<file path="config.mk">
export PLATFORM = sky130hd
export DESIGN_NAME = ps2_key_event_decoder
export DESIGN_NICKNAME = d
export VERILOG_FILES = /design/src/rtl/ps2_key_event_decoder.sv
export SDC_FILE = /design/constraint.sdc
export NUM_CORES = 1
export LEC_CHECK = 0
export BUFFER_PORTS_ARGS = -buffer_cell sky130_fd_sc_hd__clkbuf_2
export CAP_MARGIN = 5
export CELL_PAD_IN_SITES_DETAIL_PLACEMENT = 1
export CELL_PAD_IN_SITES_GLOBAL_PLACEMENT = 2
export CORE_UTILIZATION = 37
export DETAILED_ROUTE_END_ITERATION = 16
export GPL_TIMING_DRIVEN = 0
export PLACE_DENSITY_LB_ADDON = 0.05
export SETUP_SLACK_MARGIN = 0.2
export SYNTH_ARGS = -nofsm -noshare
export SYNTH_HDL_FRONTEND = slang
export SYNTH_SLANG_ARGS = --single-unit
</file>
<file path="constraint.sdc">
create_clock -name clk -period 3.85 [get_ports clk]
set_clock_uncertainty 0.15 [all_clocks]
set_input_delay 0.1925 -clock clk [delete_from_list [all_inputs] [get_ports clk]]
set_output_delay 0.1925 -clock clk [all_outputs]
set_load 0.005 [all_outputs]
</file>
<file path="src/rtl/ps2_key_event_decoder.sv">
// PS/2 Set-2 scan-code decoder: E0/F0/E1 prefix handling into a 512-bit key map and event strobe.
// Optional REPEAT_FILTER_EN suppresses the event for a make of a key that is already held.
module ps2_key_event_decoder #(
  parameter int unsigned TIMEOUT_CYCLES = 2000000,
  parameter int unsigned E1_SKIP        = 7
) (
  input  logic         clk,
  input  logic         rst,
  input  logic [7:0]   byte_in,
  input  logic         byte_valid,
  input  logic         frame_err,
  output logic [511:0] key_down,
  output logic [8:0]   last_change,
  output logic         key_valid,
  output logic         seq_busy
);

  localparam int unsigned TmoW  = ($clog2(TIMEOUT_CYCLES) > 0) ? $clog2(TIMEOUT_CYCLES) : 1;
  localparam int unsigned SkipW = ($clog2(E1_SKIP + 1) > 0) ? $clog2(E1_SKIP + 1) : 1;

  localparam logic [TmoW-1:0]  TmoLast  = TmoW'(TIMEOUT_CYCLES - 1);
  localparam logic [SkipW-1:0] SkipLoad = SkipW'(E1_SKIP);
  localparam logic [SkipW-1:0] SkipOne  = SkipW'(1);

  localparam logic [7:0] ByteExt   = 8'hE0;
  localparam logic [7:0] ByteBrk   = 8'hF0;
  localparam logic [7:0] BytePause = 8'hE1;

  typedef enum logic [2:0] {
    StIdle,
    StExt,
    StBrk,
    StExtBrk,
    StSkip
  } state_e;

  state_e           state_q, state_d;
  logic [TmoW-1:0]  tmo_q, tmo_d;
  logic [SkipW-1:0] skip_q, skip_d;
  logic [511:0]     key_down_q, key_down_d;
  logic [8:0]       last_q, last_d;
  logic             kv_q, kv_d;
  logic             busy_q;

  logic             ignored;
  logic             ev_fire;
  logic             ev_make;
  logic             ev_ext;
  logic [8:0]       ev_code;
  logic             ev_suppress;

  // Keyboard status/acknowledge bytes that carry no key information.
  always_comb begin
    unique case (byte_in)
      8'hFA, 8'hFE, 8'hAA, 8'hEE, 8'h00, 8'hFF: ignored = 1'b1;
      default:                                  ignored = 1'b0;
    endcase
  end

  always_comb begin
    state_d = state_q;
    skip_d  = skip_q;
    tmo_d   = tmo_q;
    ev_fire = 1'b0;
    ev_make = 1'b0;
    ev_ext  = 1'b0;

    if (frame_err) begin
      state_d = StIdle;
      skip_d  = '0;
      tmo_d   = '0;
    end else if (byte_valid) begin
      tmo_d = '0;
      unique case (state_q)
        StIdle: begin
          if (byte_in == ByteExt) begin
            state_d = StExt;
          end else if (byte_in == ByteBrk) begin
            state_d = StBrk;
          end else if (byte_in == BytePause) begin
            state_d = StSkip;
            skip_d  = SkipLoad;
          end else if (!ignored) begin
            ev_fire = 1'b1;
            ev_make = 1'b1;
          end
        end
        StExt: begin
          if (byte_in == ByteBrk) begin
            state_d = StExtBrk;
          end else if (byte_in != ByteExt) begin
            ev_fire = 1'b1;
            ev_make = 1'b1;
            ev_ext  = 1'b1;
            state_d = StIdle;
          end
        end
        StBrk: begin
          ev_fire = 1'b1;
          state_d = StIdle;
        end
        StExtBrk: begin
          ev_fire = 1'b1;
          ev_ext  = 1'b1;
          state_d = StIdle;
        end
        StSkip: begin
          if (skip_q <= SkipOne) begin
            skip_d  = '0;
            state_d = StIdle;
          end else begin
            skip_d = skip_q - SkipOne;
          end
        end
        default: state_d = StIdle;
      endcase
    end else if (state_q != StIdle) begin
      // Counter stops at the abandon point, so it can never wrap.
      if (tmo_q >= TmoLast) begin
        state_d = StIdle;
        tmo_d   = '0;
        skip_d  = '0;
      end else begin
        tmo_d = tmo_q + 1'b1;
      end
    end else begin
      tmo_d = '0;
    end
  end

  assign ev_code = {ev_ext, byte_in};

`ifdef REPEAT_FILTER_EN
  assign ev_suppress = ev_make & key_down_q[ev_code];
`else
  assign ev_suppress = 1'b0;
`endif

  always_comb begin
    key_down_d = key_down_q;
    last_d     = last_q;
    kv_d       = 1'b0;
    if (ev_fire && !ev_suppress) begin
      key_down_d[ev_code] = ev_make;
      last_d              = ev_code;
      kv_d                = 1'b1;
    end
  end

  always_ff @(posedge clk or negedge rst) begin
    if (!rst) begin
      state_q    <= StIdle;
      tmo_q      <= '0;
      skip_q     <= '0;
      key_down_q <= '0;
      last_q     <= '0;
      kv_q       <= 1'b0;
      busy_q     <= 1'b0;
    end else begin
      state_q    <= state_d;
      tmo_q      <= tmo_d;
      skip_q     <= skip_d;
      key_down_q <= key_down_d;
      last_q     <= last_d;
      kv_q       <= kv_d;
      busy_q     <= (state_d != StIdle);
    end
  end

  assign key_down    = key_down_q;
  assign last_change = last_q;
  assign key_valid   = kv_q;
  assign seq_busy    = busy_q;

`ifndef SYNTHESIS
  key_valid_one_cycle: assert property (@(posedge clk) disable iff (!rst)
    key_valid |=> !key_valid);
  busy_tracks_state: assert property (@(posedge clk) disable iff (!rst)
    seq_busy == (state_q != StIdle));
`endif

endmodule

</file>
==> results of run 1 <==
[worst min path at each step]
stage	startpoint	to	slack, ns	cells after the start
4_1_cts	byte_in[3]	last_change[3]	0.003	3
3_5_place_dp	rst	tmo_q[20]	-0.08	1
6_report	byte_in[3]	last_change[3]	0.03	3
2_1_floorplan	rst	key_down[0]	-0.25	0
3_3_place_gp	last_change[8]	last_change[8]	0.32	1
5_1_grt	byte_in[3]	last_change[3]	0.03	3
[layout make-up]
| type | count | area (µm²) |
|---|---|---|
| plain buffers | 267 | 1090 |
| repair buffers | 547 | 2920 |
| clock inverters | 14 | 205 |
| flip-flops and latches | 550 | 13800 |
| fillers | 6731 | 31900 |
| multi-input cells | 1271 | 8010 |
| well taps | 782 | 978 |
| inverters | 5 | 18.8 |
| clock buffers | 96 | 1820 |
[per-layer routing]
| metal | GRT usage, % | vias to the layer above | routed length [µm] | part of all wire, % |
|---|---|---|---|---|
| li1 | - | 9092 | - | - |
| met1 | 43.0 | 11100 | 44000 | 40 |
| met2 | 57.2 | 754 | 52600 | 48 |
| met3 | 8.61 | 200 | 7720 | 7.1 |
| met4 | 13.9 | 0 | 4620 | 4.2 |
| met5 | 0 | - | 0 | 0 |
[registers in the layout, summed over array words and instances (netlist names)]
register / cells
tmo_q: 21
key_valid: 1
seq_busy: 1
state_q: 3
skip_q: 3
key_down: 512
last_change: 9
[power groups by stage]
stage / clock, mW / combinational (mW) / sequential (mW)
after detailed placement: 0 / 0.655 / 5.97
after global routing: 6.29 / 0.712 / 5.87
final: 6.00 / 0.661 / 5.87
after floorplan: 0 / 0.248 / 5.97
after CTS: 6.07 / 0.663 / 5.87
after global placement: 0 / 0.619 / 5.98
[synth_stat cells, types with 9 or more instances]
library cell and count:
buf_2 60, mux2_2 20, nand2_1 49, nand3_1 24
a21oi_1 23, nand4_1 12, xnor2_1 11, xor2_1 9
clkbuf_1 203, dfrtp_1 550, and3_1 11, nor2_1 41
o31ai_1 485, o21ai_0 481, nor3_1 10, nand2b_1 9
[timing repair]
| action | in CTS | in global routing |
|---|---|---|
| setup endpoints to repair | 0 | 34 |
| hold endpoints to repair | 235 | 0 |
| resized for setup | 0 | 1 |
| hold buffers | 8 | 0 |
[worst max-delay path: cells and delay by family]
family,cells,cell delay [ns]
AO/OA/AOI/OAI,3,0.61
AND/OR/NAND/NOR,2,0.99
buffers and inverters,4,1.87
[through the flow]
step / std cells / instance area, µm² / util (%) / setup WS (ns) / setup TNS (ns)
6_report: 3532 / 28800 / 47.5 / 0.554 / 0
5_1_grt: 3532 / 28800 / 47.5 / 0.408 / 0
4_1_cts: 3532 / 28800 / 47.4 / 0.334 / 0
3_5_place_dp: 3414 / 26700 / 44.0 / 0.348 / 0
3_3_place_gp: 3408 / 26500 / 43.7 / -10.55 / -5745.74
2_1_floorplan: 2093 / 22900 / - / 1.35 / 0
[cells by family (layout without fill, tap and decap cells)]
family                   count (synthesis)  count (layout)  synth area share [%]
flip-flops                             550             550                  60.2
multiplexers                            20              20                 0.985
buffers and inverters                  272             929                  4.85
AND/OR/NAND/NOR                        194             194                  4.46
AO/OA/AOI/OAI                         1034            1034                  28.6
adder cells (fa/ha/maj)                  3               3                 0.164
XOR/XNOR                                20              20                 0.766
==> flow_metrics.tcl, run 1 <==
set metrics [dict create \
    outcome "finished, final reports clean" \
    postSynthCellCount 2093 \
    die_h_um 251 \
    root_buffer "clkbuf_16" \
    synth_edf_count 0 \
    cp_slowest_stage_delay_ns 0.93 \
    maxCapViolations 0 \
    timing.fmax_ghz 0.303 \
    drc 0 \
    crit_slowest_cell "clkbuf_1" \
    fin_crit_ns 3.30 \
    crit_path_end_kind "register" \
    grtUsageTotal_pct 34.5 \
    grt_pass1_wl_um 158000 \
    synthDistinctLibCells 57 \
    insertion_delay_ns 0.63 \
    via_per_inst 6.00 \
    maxSlewViolCount 0 \
    power_switching_mw 3.01 \
    grt_pass1_vias 22000 \
    die_area_um2 62800 \
    power.total_mw 12.5 \
    synth-seq-cells 550 \
    clock_sinks 550 \
    start_kind "input pin" \
    setup_viol 0 \
    chipWidth_um 251 \
    ir_worst_vdd_uv 326 \
    num_rows 90 \
    p_clk_share_pct 47.9 \
    tritoncts "built" \
    first_iter_violations 1390 \
    antenna_cells 0 \
    cts_buffers 61 \
    ant_nets 0 \
    slew_headroom_pct 19.9 \
    yosysWarnings 0 \
    cp_max_fo 10 \
    wl_um 109000 \
    port-buffer-count 533 \
    seqPwrFrac_pct 46.8 \
    antenna_found_initial 0 \
    clk_pin_slew_ns 0.06 \
    r2r_setup_slack_ns 0.60 \
    crit_type "input pin to register" \
    yosysSeqAreaShare_pct 60.2 \
    crit_chain "dlygate4sd3_1 -> clkbuf_2 -> nor4_2 -> a21oi_1 -> buf_2 -> nand2b_1 -> clkbuf_1 -> o21ai_0 -> o31ai_1" \
    cp.required_ns 4.22 \
    ios 535 \
    drt-wirelength-per-cell_um 30.9 \
    area_delta_synth_final_pct 25.9 \
    gr-total-overflow 0 \
    final_common_cell "dfrtp_1" \
    final_cell_mix "dfrtp_1, clkbuf_2, o31ai_1" \
    sw_frac_of_total_pct 24.0 \
    drive_gt1_share_pct 26.3 \
    r2r_start "state_q[0]" \
    leakage_nw 13.4 \
    ys_top_cells_by_area "dfrtp_1, o31ai_1, o21ai_0, clkbuf_1, buf_2" \
    ys.flop_type "dfrtp_1" \
    hold_viol 0 \
    initial_core_util_pct 37.7 \
    syn_area_um2 22900 \
    core-area_um2 60700 \
    crit_start "byte_in[0]" \
    rsz0062_at_grt "false" \
    yosys.area.top_type "dfrtp_1" \
    vias 21200 \
    internal-power_mw 9.52 \
    clockBufferDepth 3 \
    power_density_nw_per_um2 435 \
    synth_top_area_share_pct 60.2 \
    crit_end "key_down[39]" \
    post-route-period-util_pct 85.6 \
    dr.pass1.iters 5 \
    tightest_slew_ns 1.20 \
    syn_area_per_cell_um2 10.9 \
    syn_nets 2108 \
    whs_ns 0.0313 \
    fin_nets 2718 \
    hp-class "input pin to register" \
    dp_hpwl_um 77900 \
    async_flop_share_pct 100 \
    comb_power_share_pct 5.3 \
    grt_max_degree 113 \
    timing.rr.end "key_down[166]" \
    cp_data_arrival_time_ns 3.67 \
    ctsHtreeMaxLevel 2 \
    place_congestion 0.867 \
    r2r_cells 7 \
    cts_setup_buffers 0 \
]
(Power assumes the default switching activity.)
==> inputs of run 2 (changes only) <==
--- a/config.mk
+++ b/config.mk
@@ -9,6 +9,7 @@
 export CAP_MARGIN = 5
 export CELL_PAD_IN_SITES_DETAIL_PLACEMENT = 1
 export CELL_PAD_IN_SITES_GLOBAL_PLACEMENT = 2
+export CORE_ASPECT_RATIO = 0.6
 export CORE_UTILIZATION = 37
 export DETAILED_ROUTE_END_ITERATION = 16
 export GPL_TIMING_DRIVEN = 0
==> run 2 against run 1 <==
Effect of this change:
- wire length rose by 2.3%
- core utilization shrank 0.71 points
- hold slack better by 0.011 ns
- cell area down 0.93%
- total power fell by 4.6%
- critical path type unchanged
- critical endpoint is now key_down[53]
==> flow_metrics.tcl, run 2 (same netlist as run 1, synthesis figures left out) <==
set metrics [dict create \
    outcome "finished, final reports clean" \
    via_per_inst 6.11 \
    root_buffer "clkbuf_16" \
    die_h_um 195 \
    largest_reg_flops 512 \
    dp_hpwl_um 82300 \
    antenna_found_initial 9 \
    crit_type "input pin to register" \
    maxCapViolations 0 \
    hp-class "input pin to async pin" \
    fin_util_pct 46.7 \
    gr-total-overflow 0 \
    wl_um 111000 \
    critPathBufInv 5 \
    clockBufferDepth 3 \
    crit_chain "dlygate4sd3_1 -> clkbuf_2 -> buf_2 -> nor2_1 -> nor4b_4 -> nor4_2 -> o211ai_2 -> buf_2 -> buf_2 -> o31ai_1" \
    path_depth 10 \
    grtUsageTotal_pct 35.2 \
    grt_use_met2_pct 47.8 \
    crit_family "buffers and inverters" \
    clk_pin_slew_ns 0.06 \
    ios 535 \
    r2r_cells 8 \
    cp_data_arrival_time_ns 3.85 \
    use_met1_pct 54.0 \
    fin_cells 3571 \
    cp_max_fo 10 \
    dr.pass1.iters 6 \
    hold_viol 0 \
    tightest_slew_ns 1.32 \
    power_density_nw_per_um2 419 \
    port-buffer-count 533 \
    tritoncts "built" \
    die_area_um2 62900 \
    final_common_cell "dfrtp_1" \
    num_rows 70 \
    setup_viol 0 \
    cp_slowest_stage_delay_ns 0.87 \
    leakage_nw 13.3 \
    cp.required_ns 4.15 \
    final_cell_mix "dfrtp_1, clkbuf_2, o31ai_1" \
    ir_worst_vdd_uv 252 \
    core-area_um2 61000 \
    rsz0062_at_grt "false" \
    insertion_delay_ns 0.63 \
    grt_pass1_vias 22100 \
    ant_nets 0 \
    r2r_setup_slack_ns 0.38 \
    slew_headroom_pct 11.8 \
    place_congestion 0.922 \
    grt_max_degree 108 \
    gr-max-usage-layer "met1" \
    initial_core_util_pct 37.5 \
    use_met3_pct 8.84 \
    grt_pass1_wl_um 160000 \
    crit_slowest_cell "nor2_1" \
    path_common_cell "buf_2" \
    drive_gt1_share_pct 26.0 \
    drc 0 \
    maxSlewViolCount 0 \
    cts_buffers 54 \
    place_inst 3459 \
    vias 21800 \
    fin_crit_ns 3.55 \
    stdcell_area_um2 28500 \
    placed_area_um2 26700 \
    post-route-period-util_pct 92.2 \
    drt-wirelength-per-cell_um 31.2 \
    chipWidth_um 323 \
    start_kind "input pin" \
    crit_path_end_kind "register" \
    ctsHtreeMaxLevel 2 \
    clock_sinks 550 \
    power.total_mw 12.0 \
    timing.fmax_ghz 0.282 \
    area_delta_synth_final_pct 24.7 \
    fin_nets 2708 \
    first_iter_violations 2019 \
]
==> run 2: changes by cell type in the layout (fill, tap and decap cells not counted), sizes merged, moves of 2 or more <==
cell / before / now
bufinv: 5 / 2
dlygate4sd3: 8 / 6
clkbuf: 833 / 820
diode: 0 / 8
clkinv: 6 / 11
==> run 2: timing repair <==
| action | in CTS | in global routing |
|---|---|---|
| buffers inserted | 0 | 0 |
| resized for setup | 0 | 1 |
| hold endpoints to repair | 84 | 0 |
| hold buffers | 6 | 0 |
| endpoints found under the setup margin | 0 | 7 |
==> run 2: per-layer routing <==
| layer | share of wire [%] | wire, µm |
|---|---|---|
| met1 | 47 | 51800 |
| met2 | 41 | 45900 |
| met3 | 8.9 | 9940 |
| met4 | 3.3 | 3730 |
| met5 | 0 | 0 |
==> run 2: area by class of cell <==
cell class / instances / area (µm²)
plain buffers: 267 / 1090
multi-input cells: 1271 / 8010
inverters: 5 / 18.8
repair buffers: 544 / 2870
clock inverters: 15 / 133
well taps: 828 / 1040
clock buffers: 83 / 1590
fillers: 6842 / 32500
flip-flops and latches: 550 / 13800
diodes: 8 / 20.0
==> run 2: where the power goes <==
part           switching, mW  internal (mW)  total, mW  leakage, nW
registers             0.0343           5.83       5.86         7.66
clock network           2.44           2.97       5.41        0.857
logic                  0.543          0.139      0.682         4.74
total                   3.02           8.94       12.0         13.3
==> run 2: final timing paths <==
kind,startpoint,endpoint
hold reg to reg,last_change[8],last_change[8]
hold / removal,rst,key_down[468]
max in group asynchronous,rst,key_down[213]
min in group clk,byte_in[0],last_change[0]
setup reg to reg,state_q[2],key_down[220]
setup / recovery,byte_in[5],key_down[53]
==> run 2: metrics by stage <==
step / hold WS (ns) / setup TNS (ns) / setup slack (ns)
floorplan: -0.253 / 0 / 1.35
global placement: 0.318 / -5772.29 / -10.61
detailed placement: 0.157 / 0 / 0.349
CTS: 0.0298 / 0 / 0.401
global route: 0.0658 / 0 / 0.240
finish: 0.0421 / 0 / 0.299
==> inputs of run 3 (changes only) <==
--- a/config.mk
+++ b/config.mk
@@ -13,7 +13,7 @@
 export CORE_UTILIZATION = 37
 export DETAILED_ROUTE_END_ITERATION = 16
 export GPL_TIMING_DRIVEN = 0
-export PLACE_DENSITY_LB_ADDON = 0.05
+export PLACE_DENSITY = 0.84
 export SETUP_SLACK_MARGIN = 0.2
 export SYNTH_ARGS = -nofsm -noshare
 export SYNTH_HDL_FRONTEND = slang
==> run 3 against run 2 <==
Effect of this change:
- wire length is 2.0% higher
- sequential cell count stayed put
- critical path depth stayed put
- hold slack better by 0.011 ns
- count of clock-buffer cells in the layout is 6 lower
- total power is 2.4% higher
- global-route usage is 0.69 points higher
- critical path type unchanged
- maximum frequency is 0.14% higher
- combinational power is 2.9% higher
- via count is 2.6% higher
- cell area is 0.57% higher
==> flow_metrics.tcl, run 3 (same netlist as run 1, synthesis figures left out) <==
set metrics [dict create \
    outcome "finished, final reports clean" \
    drive_gt1_share_pct 26.1 \
    hold_viol 0 \
    timing.fmax_ghz 0.282 \
    tns_ns 0 \
    stdcell_area_um2 28700 \
    multiInputGateArea_um2 8010 \
    fin_nets 2714 \
    final_cell_mix "dfrtp_1, clkbuf_2, o31ai_1" \
    tritoncts "built" \
    fin_ws_ns 0.304 \
    drc 0 \
    leakage_nw 13.3 \
    grt_pass1_vias 22700 \
    ir_worst_vdd_uv 327 \
    core-area_um2 61000 \
    root_buffer "clkbuf_16" \
    ios 535 \
    slew_headroom_pct 3.77 \
    hp-class "input pin to register" \
    seqCellArea_um2 13800 \
    antenna_found_initial 13 \
    maxCapViolations 0 \
    cp_max_fo 10 \
    cts_buffers 54 \
    place_congestion 0.936 \
    num_rows 70 \
    crit_type "input pin to register" \
    whs_path_depth 4 \
    wl_um 114000 \
    r2r_cells 8 \
    place_inst 3459 \
    area_delta_synth_final_pct 25.5 \
    fin_cells 3569 \
    vias 22400 \
    port-buffer-count 533 \
    start_kind "input pin" \
    maxSlewViolCount 0 \
    r2r_setup_slack_ns 0.42 \
    cp.required_ns 4.14 \
    grt_pass1_wl_um 164000 \
    grt_max_degree 112 \
    crit_path_end_kind "register" \
    whs_ns 0.0529 \
    die_h_um 195 \
    tightest_slew_ns 1.44 \
    final_common_cell "dfrtp_1" \
    cp_data_arrival_time_ns 3.84 \
    fin_util_pct 47.0 \
    gr-total-overflow 0 \
    initial_core_util_pct 37.5 \
    dp_hpwl_um 83200 \
    min_delay_worst_endpoint "key_down[481]" \
    clk_pin_slew_ns 0.07 \
    dp_slack_ns 0.421 \
    chipWidth_um 323 \
    clockBufferDepth 3 \
    die_area_um2 62900 \
    grtUsageTotal_pct 35.9 \
    fin_crit_ns 3.55 \
    drt-wirelength-per-cell_um 31.8 \
    setup_viol 0 \
    timing.rr.end "key_down[210]" \
    post-route-period-util_pct 92.1 \
    largest_reg_flops 512 \
    ctsHtreeMaxLevel 2 \
    ant_nets 0 \
    nFillCells 6893 \
    insertion_delay_ns 0.63 \
    r2r_start "state_q[2]" \
    power_density_nw_per_um2 427 \
    clock_sinks 550 \
    dr.pass1.iters 5 \
    worstHoldStart "byte_in[7]" \
    rsz0062_at_grt "false" \
    via_per_inst 6.28 \
    power.total_mw 12.2 \
    placed_area_um2 26700 \
    first_iter_violations 2310 \
]
run 3: cell types whose count changed in the layout (fill, tap and decap cells not counted), sizes merged:
cell | previous run | this run
clkinv | 11 | 9
dlygate4sd3 | 6 | 12
clkbuf | 820 | 814
bufinv | 2 | 5
diode | 8 | 5
inv | 7 | 6
clkinvlp | 0 | 1
run 3: area by class of cell:
| cell class | instances | area share (%) |
|---|---|---|
| sequential | 550 | 48.0 |
| multi-input combinational | 1271 | 27.9 |
| timing repair buffer | 550 | 10.2 |
| clock buffer | 77 | 5.57 |
| buffer | 267 | 3.80 |
| tap | 828 | 3.61 |
| clock inverter | 16 | 0.824 |
| inverter | 5 | 0.0654 |
| antenna | 5 | 0.0436 |
run 3: worst max-delay path, cell delays in order:
cell and delay [ns]:
dlygate4sd3_1 0.60, clkbuf_2 0.14, buf_2 0.18, nor2_1 0.75, nor4b_4 0.39, nor4_2 0.16
o211ai_2 0.45, buf_2 0.37, buf_2 0.45, o31ai_1 0.14
run 3: power breakdown:
part           total, mW  internal (mW)  switching [mW]
sequential          5.86           5.83          0.0344
combinational      0.702          0.143           0.559
clock               5.68           3.22            2.47
run 3: worst max-delay path by stage:
stage / from / end / slack (ns) / cells past startpoint
global route: byte_in[5] / key_down[144] / 0.23 / 10
floorplan: state_q[2] / key_down[207] / 1.35 / 8
finish: byte_in[5] / key_down[160] / 0.30 / 10
CTS: state_q[0] / key_down[494] / 0.38 / 7
global placement: rst / key_down[138] / -10.37 / 1
detailed placement: byte_in[5] / key_down[176] / 0.42 / 9
run 3: what timing repair did:
action / 4_1_cts / 5_1_grt
endpoints found under the hold margin: 385 / 0
setup buffers: 0 / 0
gates resized for setup: 0 / 1
endpoints found under the setup margin: 0 / 1
hold buffers: 12 / 0
run 3: per-layer routing:
metal	up-vias	GRT usage, %	part of all wire, %
met3	276	10.0	9.9
met2	1222	48.6	41
li1	9082	-	-
met4	6	14.3	4.1
met5	-	0	0.030
met1	11800	53.6	45
